File: src/rtl/event_encoder_pkg.sv
// Shared types, widths and the priority search used by the event encoder.
package event_encoder_pkg;

    localparam int N_REQ  = 16;
    localparam int CODE_W = 4;

    typedef enum logic {
        IDLE,
        PRESENT
    } state_t;

    // Returns the first set index found searching upward from 'start',
    // wrapping from N_REQ-1 back to 0. Returns 0 when nothing is set.
    function automatic logic [CODE_W-1:0] pick_index(
        input logic [0:N_REQ-1]  pend,
        input logic [CODE_W-1:0] start
    );
        logic [CODE_W-1:0] idx;
        logic              found;
        pick_index = '0;
        found      = 1'b0;
        for (int i = 0; i < N_REQ; i++) begin
            idx = start + CODE_W'(i);
            if (!found && pend[idx]) begin
                pick_index = idx;
                found      = 1'b1;
            end
        end
    endfunction

endpackage

File: src/rtl/event_encoder_sync.sv
// Multi-stage synchronizer plus rising-edge detector for a bus of
// independent asynchronous request lines.
module req_sync_edge #(
    parameter int WIDTH  = 16,
    parameter int STAGES = 2
) (
    input  logic             clk,
    input  logic             rst_n,
    input  logic [0:WIDTH-1] i_async,
    output logic [0:WIDTH-1] o_rise
);

    logic [0:WIDTH-1] r_sync [STAGES];
    logic [0:WIDTH-1] r_last;

    // Shift each line through the synchronizer and remember the previous settled value.
    always_ff @(posedge clk or negedge rst_n) begin
        if (!rst_n) begin
            for (int s = 0; s < STAGES; s++) begin
                r_sync[s] <= '0;
            end
            r_last <= '0;
        end else begin
            r_sync[0] <= i_async;
            for (int s = 1; s < STAGES; s++) begin
                r_sync[s] <= r_sync[s-1];
            end
            r_last <= r_sync[STAGES-1];
        end
    end

    assign o_rise = r_sync[STAGES-1] & ~r_last;

endmodule

File: src/rtl/event_encoder.sv
// Sequential 16-to-4 event encoder: latches rising edges on the request
// lines as pending events and hands them out one index at a time.
module event_encoder
    import event_encoder_pkg::*;
#(
    parameter int SYNC_STAGES = 2,
    parameter int ROUND_ROBIN = 0
) (
    input  logic             clk,
    input  logic             rst_n,
    input  logic             EN,
    input  logic [0:N_REQ-1] req,
    input  logic             ready,
    output logic             o0,
    output logic             o1,
    output logic             o2,
    output logic             o3,
    output logic             valid,
    output logic             lost
);

    state_t            r_state;
    state_t            w_stateNext;
    logic [0:N_REQ-1]  r_pend;
    logic [0:N_REQ-1]  w_pendNext;
    logic [0:N_REQ-1]  w_rise;
    logic [0:N_REQ-1]  w_clr;
    logic [CODE_W-1:0] r_code;
    logic [CODE_W-1:0] w_codeNext;
    logic [CODE_W-1:0] r_ptr;
    logic [CODE_W-1:0] w_ptrNext;
    logic [CODE_W-1:0] w_pick;
    logic [CODE_W-1:0] w_start;
    logic              r_valid;
    logic              w_validNext;
    logic              r_lost;
    logic              w_lostNext;
    logic              w_accept;

    req_sync_edge #(
        .WIDTH  (N_REQ),
        .STAGES (SYNC_STAGES)
    ) u_sync (
        .clk     (clk),
        .rst_n   (rst_n),
        .i_async (req),
        .o_rise  (w_rise)
    );

    assign w_accept = r_valid && ready;
    assign w_start  = (ROUND_ROBIN != 0) ? r_ptr : CODE_W'(0);
    assign w_pick   = pick_index(r_pend, w_start);

    // Pending-event bookkeeping: new edges set, accepts clear, set beats clear,
    // and an edge on a bit that stays pending is reported as lost.
    always_comb begin
        w_clr = '0;
        if (w_accept) begin
            w_clr[r_code] = 1'b1;
        end
        w_pendNext = EN ? ((r_pend & ~w_clr) | w_rise) : '0;
        w_lostNext = EN && (|(w_rise & r_pend & ~w_clr));
    end

    // Next-state and next-output logic for the present/accept handshake.
    always_comb begin
        w_stateNext = r_state;
        w_codeNext  = r_code;
        w_validNext = r_valid;
        w_ptrNext   = r_ptr;
        if (!EN) begin
            w_stateNext = IDLE;
            w_codeNext  = '0;
            w_validNext = 1'b0;
        end else begin
            case (r_state)
                IDLE: begin
                    if (|r_pend) begin
                        w_codeNext  = w_pick;
                        w_validNext = 1'b1;
                        w_stateNext = PRESENT;
                    end
                end
                PRESENT: begin
                    if (ready) begin
                        w_validNext = 1'b0;
                        w_stateNext = IDLE;
                        w_ptrNext   = r_code + CODE_W'(1);
                    end
                end
                default: begin
                    w_stateNext = IDLE;
                    w_validNext = 1'b0;
                end
            endcase
        end
    end

    // State register.
    always_ff @(posedge clk or negedge rst_n) begin
        if (!rst_n) begin
            r_state <= IDLE;
        end else begin
            r_state <= w_stateNext;
        end
    end

    // Datapath registers so every output comes straight from a flop.
    always_ff @(posedge clk or negedge rst_n) begin
        if (!rst_n) begin
            r_pend  <= '0;
            r_code  <= '0;
            r_valid <= 1'b0;
            r_lost  <= 1'b0;
            r_ptr   <= '0;
        end else begin
            r_pend  <= w_pendNext;
            r_code  <= w_codeNext;
            r_valid <= w_validNext;
            r_lost  <= w_lostNext;
            r_ptr   <= w_ptrNext;
        end
    end

    assign o0    = r_code[3];
    assign o1    = r_code[2];
    assign o2    = r_code[1];
    assign o3    = r_code[0];
    assign valid = r_valid;
    assign lost  = r_lost;

endmodule

File: config.mk
export PLATFORM = sky130hd
export DESIGN_NAME = event_encoder
export DESIGN_NICKNAME = d
export VERILOG_FILES = /design/src/rtl/event_encoder_pkg.sv /design/src/rtl/event_encoder_sync.sv /design/src/rtl/event_encoder.sv
export SDC_FILE = /design/constraint.sdc
export NUM_CORES = 1
export LEC_CHECK = 0
export CAP_MARGIN = 0
export CORE_MARGIN = 4
export CORE_UTILIZATION = 40
export DETAILED_ROUTE_END_ITERATION = 16
export GPL_TIMING_DRIVEN = 0
export SLEW_MARGIN = 20
export SYNTH_ARGS = -nofsm -noshare
export SYNTH_HDL_FRONTEND = slang
export SYNTH_SLANG_ARGS = --single-unit
File: constraint.sdc
create_clock -name clk -period 2.85 [get_ports clk]
set_clock_uncertainty 0.15 [all_clocks]
set_input_delay 0.57 -clock clk [delete_from_list [all_inputs] [get_ports clk]]
set_output_delay 0.57 -clock clk [all_outputs]
set_load 0.02 [all_outputs]
==> impl_metrics.tcl <==
set metrics [dict create \
    hold_buffers 1 \
    fin_tns_setup_ps 0 \
    synth-xor-area-share_pct 0 \
    worstPathRequired_ps 2920 \
    clock_latency_ps 340 \
    wl_per_cell_um 13.8 \
    cts_tree "yes" \
    finalCritPeriodShare_pct 76.7 \
    htree_levels 3 \
    route.detailed.drc 0 \
    overflow 0 \
    grt_pass1_wl_um 7120 \
    synthDistinctLibCells 27 \
    synthAdderAreaFrac_pct 0 \
    grt_max_degree 49 \
    fin_nets 245 \
    power_density_mw_per_mm2 720 \
    netlist_area_mm2 0.00243 \
    ys_ff_latch 71 \
    hp-class "reg -> reg" \
    viasPerCell 5.01 \
    p_leak_nw 1.27 \
    globalRouteTotalUtil_pct 13.1 \
    cts_buffers 9 \
    cpPeakStageDelay_ps 550 \
    n_fill_cell 528 \
    row_count 28 \
    clockRootBuffer "clkbuf_8" \
    cts.sinks 71 \
    layout_commonest_cell "dfrtp_1" \
    ys.flop_type "dfrtp_1" \
    crit_family "compound AO/OA/AOI/OAI gates" \
    post_cts_buffers 0 \
    final-max-slew-violation-count 0 \
    num_io_pins 26 \
    antenna_found_initial 0 \
    synthMuxAreaShare_pct 0 \
    cp_slowest_cell "clkdlybuf4s50_1" \
    synth_nets 207 \
    die_area_mm2 0.00739 \
    yosysSeqAreaShare_pct 73.1 \
    vdd_ir_drop_max_mv 0.374 \
    yosys_warnings 0 \
    clk_pin_slew_worst_paths_ps 80 \
    drt-initial-drc-count 98 \
    path_buf_inv 1 \
    finalSetupViolCount 0 \
    synthSimpleGateAreaFrac_pct 12.6 \
    fmax_mhz 457 \
    worstPathMaxFanout 5 \
    grt_setup_unrepaired "false" \
    drive_gt1_share_pct 9.13 \
    antenna_left 0 \
    crit_path_cell_trace "clkdlybuf4s50_1 > nand4_1 > o21ai_0 > o22ai_1 > nor4_1 > a31oi_1" \
    die_width_um 85.9 \
    synth_edf_count 0 \
    fin_cells 305 \
    critPathArrivalTime_ps 2260 \
    status "completed" \
    syn_inst 187 \
    hold_viol 0 \
    area_delta_synth_final_pct 25.0 \
    worstSetupPathType "in -> reg" \
    core_area_mm2 0.00592 \
    cp-end-kind "flip-flop" \
    vias 1529 \
    post_cts_resized 0 \
    period_minus_slack_ps 2190 \
    die_h_um 85.9 \
    drv_cap 0 \
    slew-limit-headroom_pct 65.3 \
    synth-async-reset-ratio_pct 100 \
    drtPass1Iterations 4 \
    worst_pin_slew_ps 521 \
    routed_wl_um 4210 \
    mostFrequentLayoutCells "dfrtp_1, clkdlybuf4s50_1, a21oi_1" \
    place_congestion 0.881 \
    avgSynthCellArea_um2 13.0 \
    dpl.hpwl_um 2910 \
    synth_compound_area_share_pct 13.0 \
    numPlacedInstances 288 \
    grt_pass1_vias 1513 \
    diodes 0 \
    initial_core_util_pct 41.0 \
    crit_path_start_kind "input pin" \
    synth_top_family_by_area "compound AO/OA/AOI/OAI gates" \
    portBuffers 25 \
    clockBufferDepth 2 \
]
-- power by group --
group | switching, W | leakage, nW | internal (W)
logic | 0.000102 | 0.309 | 0.0000898
clock network | 0.000371 | 0.105 | 0.000519
registers | 0.0000378 | 0.859 | 0.00107
total | 0.000511 | 1.27 | 0.00168
-- cell usage after synthesis, types with 2 or more instances --
cell / instances / area (µm²)
nand2_1: 4 / 15.0
inv_1: 4 / 15.0
nor2_1: 13 / 48.8
o21ai_0: 21 / 105
nand4b_1: 4 / 35.0
dfrtp_1: 71 / 1780
a31oi_1: 4 / 25.0
a21oi_1: 22 / 110
nand2b_1: 18 / 113
o22ai_1: 8 / 50.1
nor4_1: 2 / 12.5
-- cell families (layout without fill, tap and decap cells) --
kind of cell | after synthesis | count (layout)
buf+inv | 7 | 50
flops | 71 | 71
simple gates | 51 | 51
compound gates | 58 | 58
-- stage by stage --
stage	worst slack, ps	hold slack (ps)	instance area [µm²]	utilization (%)	total power [W]
6_report	664	197	3040	51.3	0.00219
3_5_place_dp	347	185	2800	47.3	0.00132
4_1_cts	684	201	3040	51.3	0.00221
3_3_place_gp	-1240	181	2770	46.9	0.00131
5_1_grt	584	208	3040	51.3	0.00229
2_1_floorplan	1170	124	2430	-	0.00121
-- final timing paths --
kind / from / end / slack, ps / depth (start not counted)
setup / recovery: ready / lost / 660 / 6
hold / removal: u_sync.r_sync[27] / u_sync.r_sync[11] / 200 / 0
setup reg to reg: r_code[1] / lost / 1000 / 5
hold reg to reg: u_sync.r_sync[27] / u_sync.r_sync[11] / 200 / 0
max in group asynchronous: rst_n / u_sync.r_sync[27] / 1510 / 3
min in group asynchronous: rst_n / u_sync.r_sync[25] / 520 / 2
-- flip-flops by register name, indices dropped and copies added, names as in the netlist --
signal and cells:
u_sync.r_sync 32, r_state 1, u_sync.r_last 16, r_code 4, valid 1, lost 1, r_pend 16
-- layer usage --
metal	wire (µm)	part of all wire, %	up-vias	track usage (%)
met2	1940	46	47	19.5
li1	-	-	735	-
met4	82	1.9	0	5.61
met3	311	7.4	9	5.76
met1	1880	45	738	16.5
met5	0	0	-	0
-- area by class of cell --
cell class / count / area (µm²) / share of cell area [%]
plain buffers: 2 / 11.3 / 0.371
clock buffers: 10 / 138 / 4.53
clock inverters: 6 / 91.3 / 3.01
inverters: 5 / 18.8 / 0.618
multi-input cells: 109 / 623 / 20.5
flip-flops and latches: 71 / 1780 / 58.5
well taps: 75 / 93.8 / 3.09
repair buffers: 27 / 285 / 9.39
(Power assumes the default switching activity.)
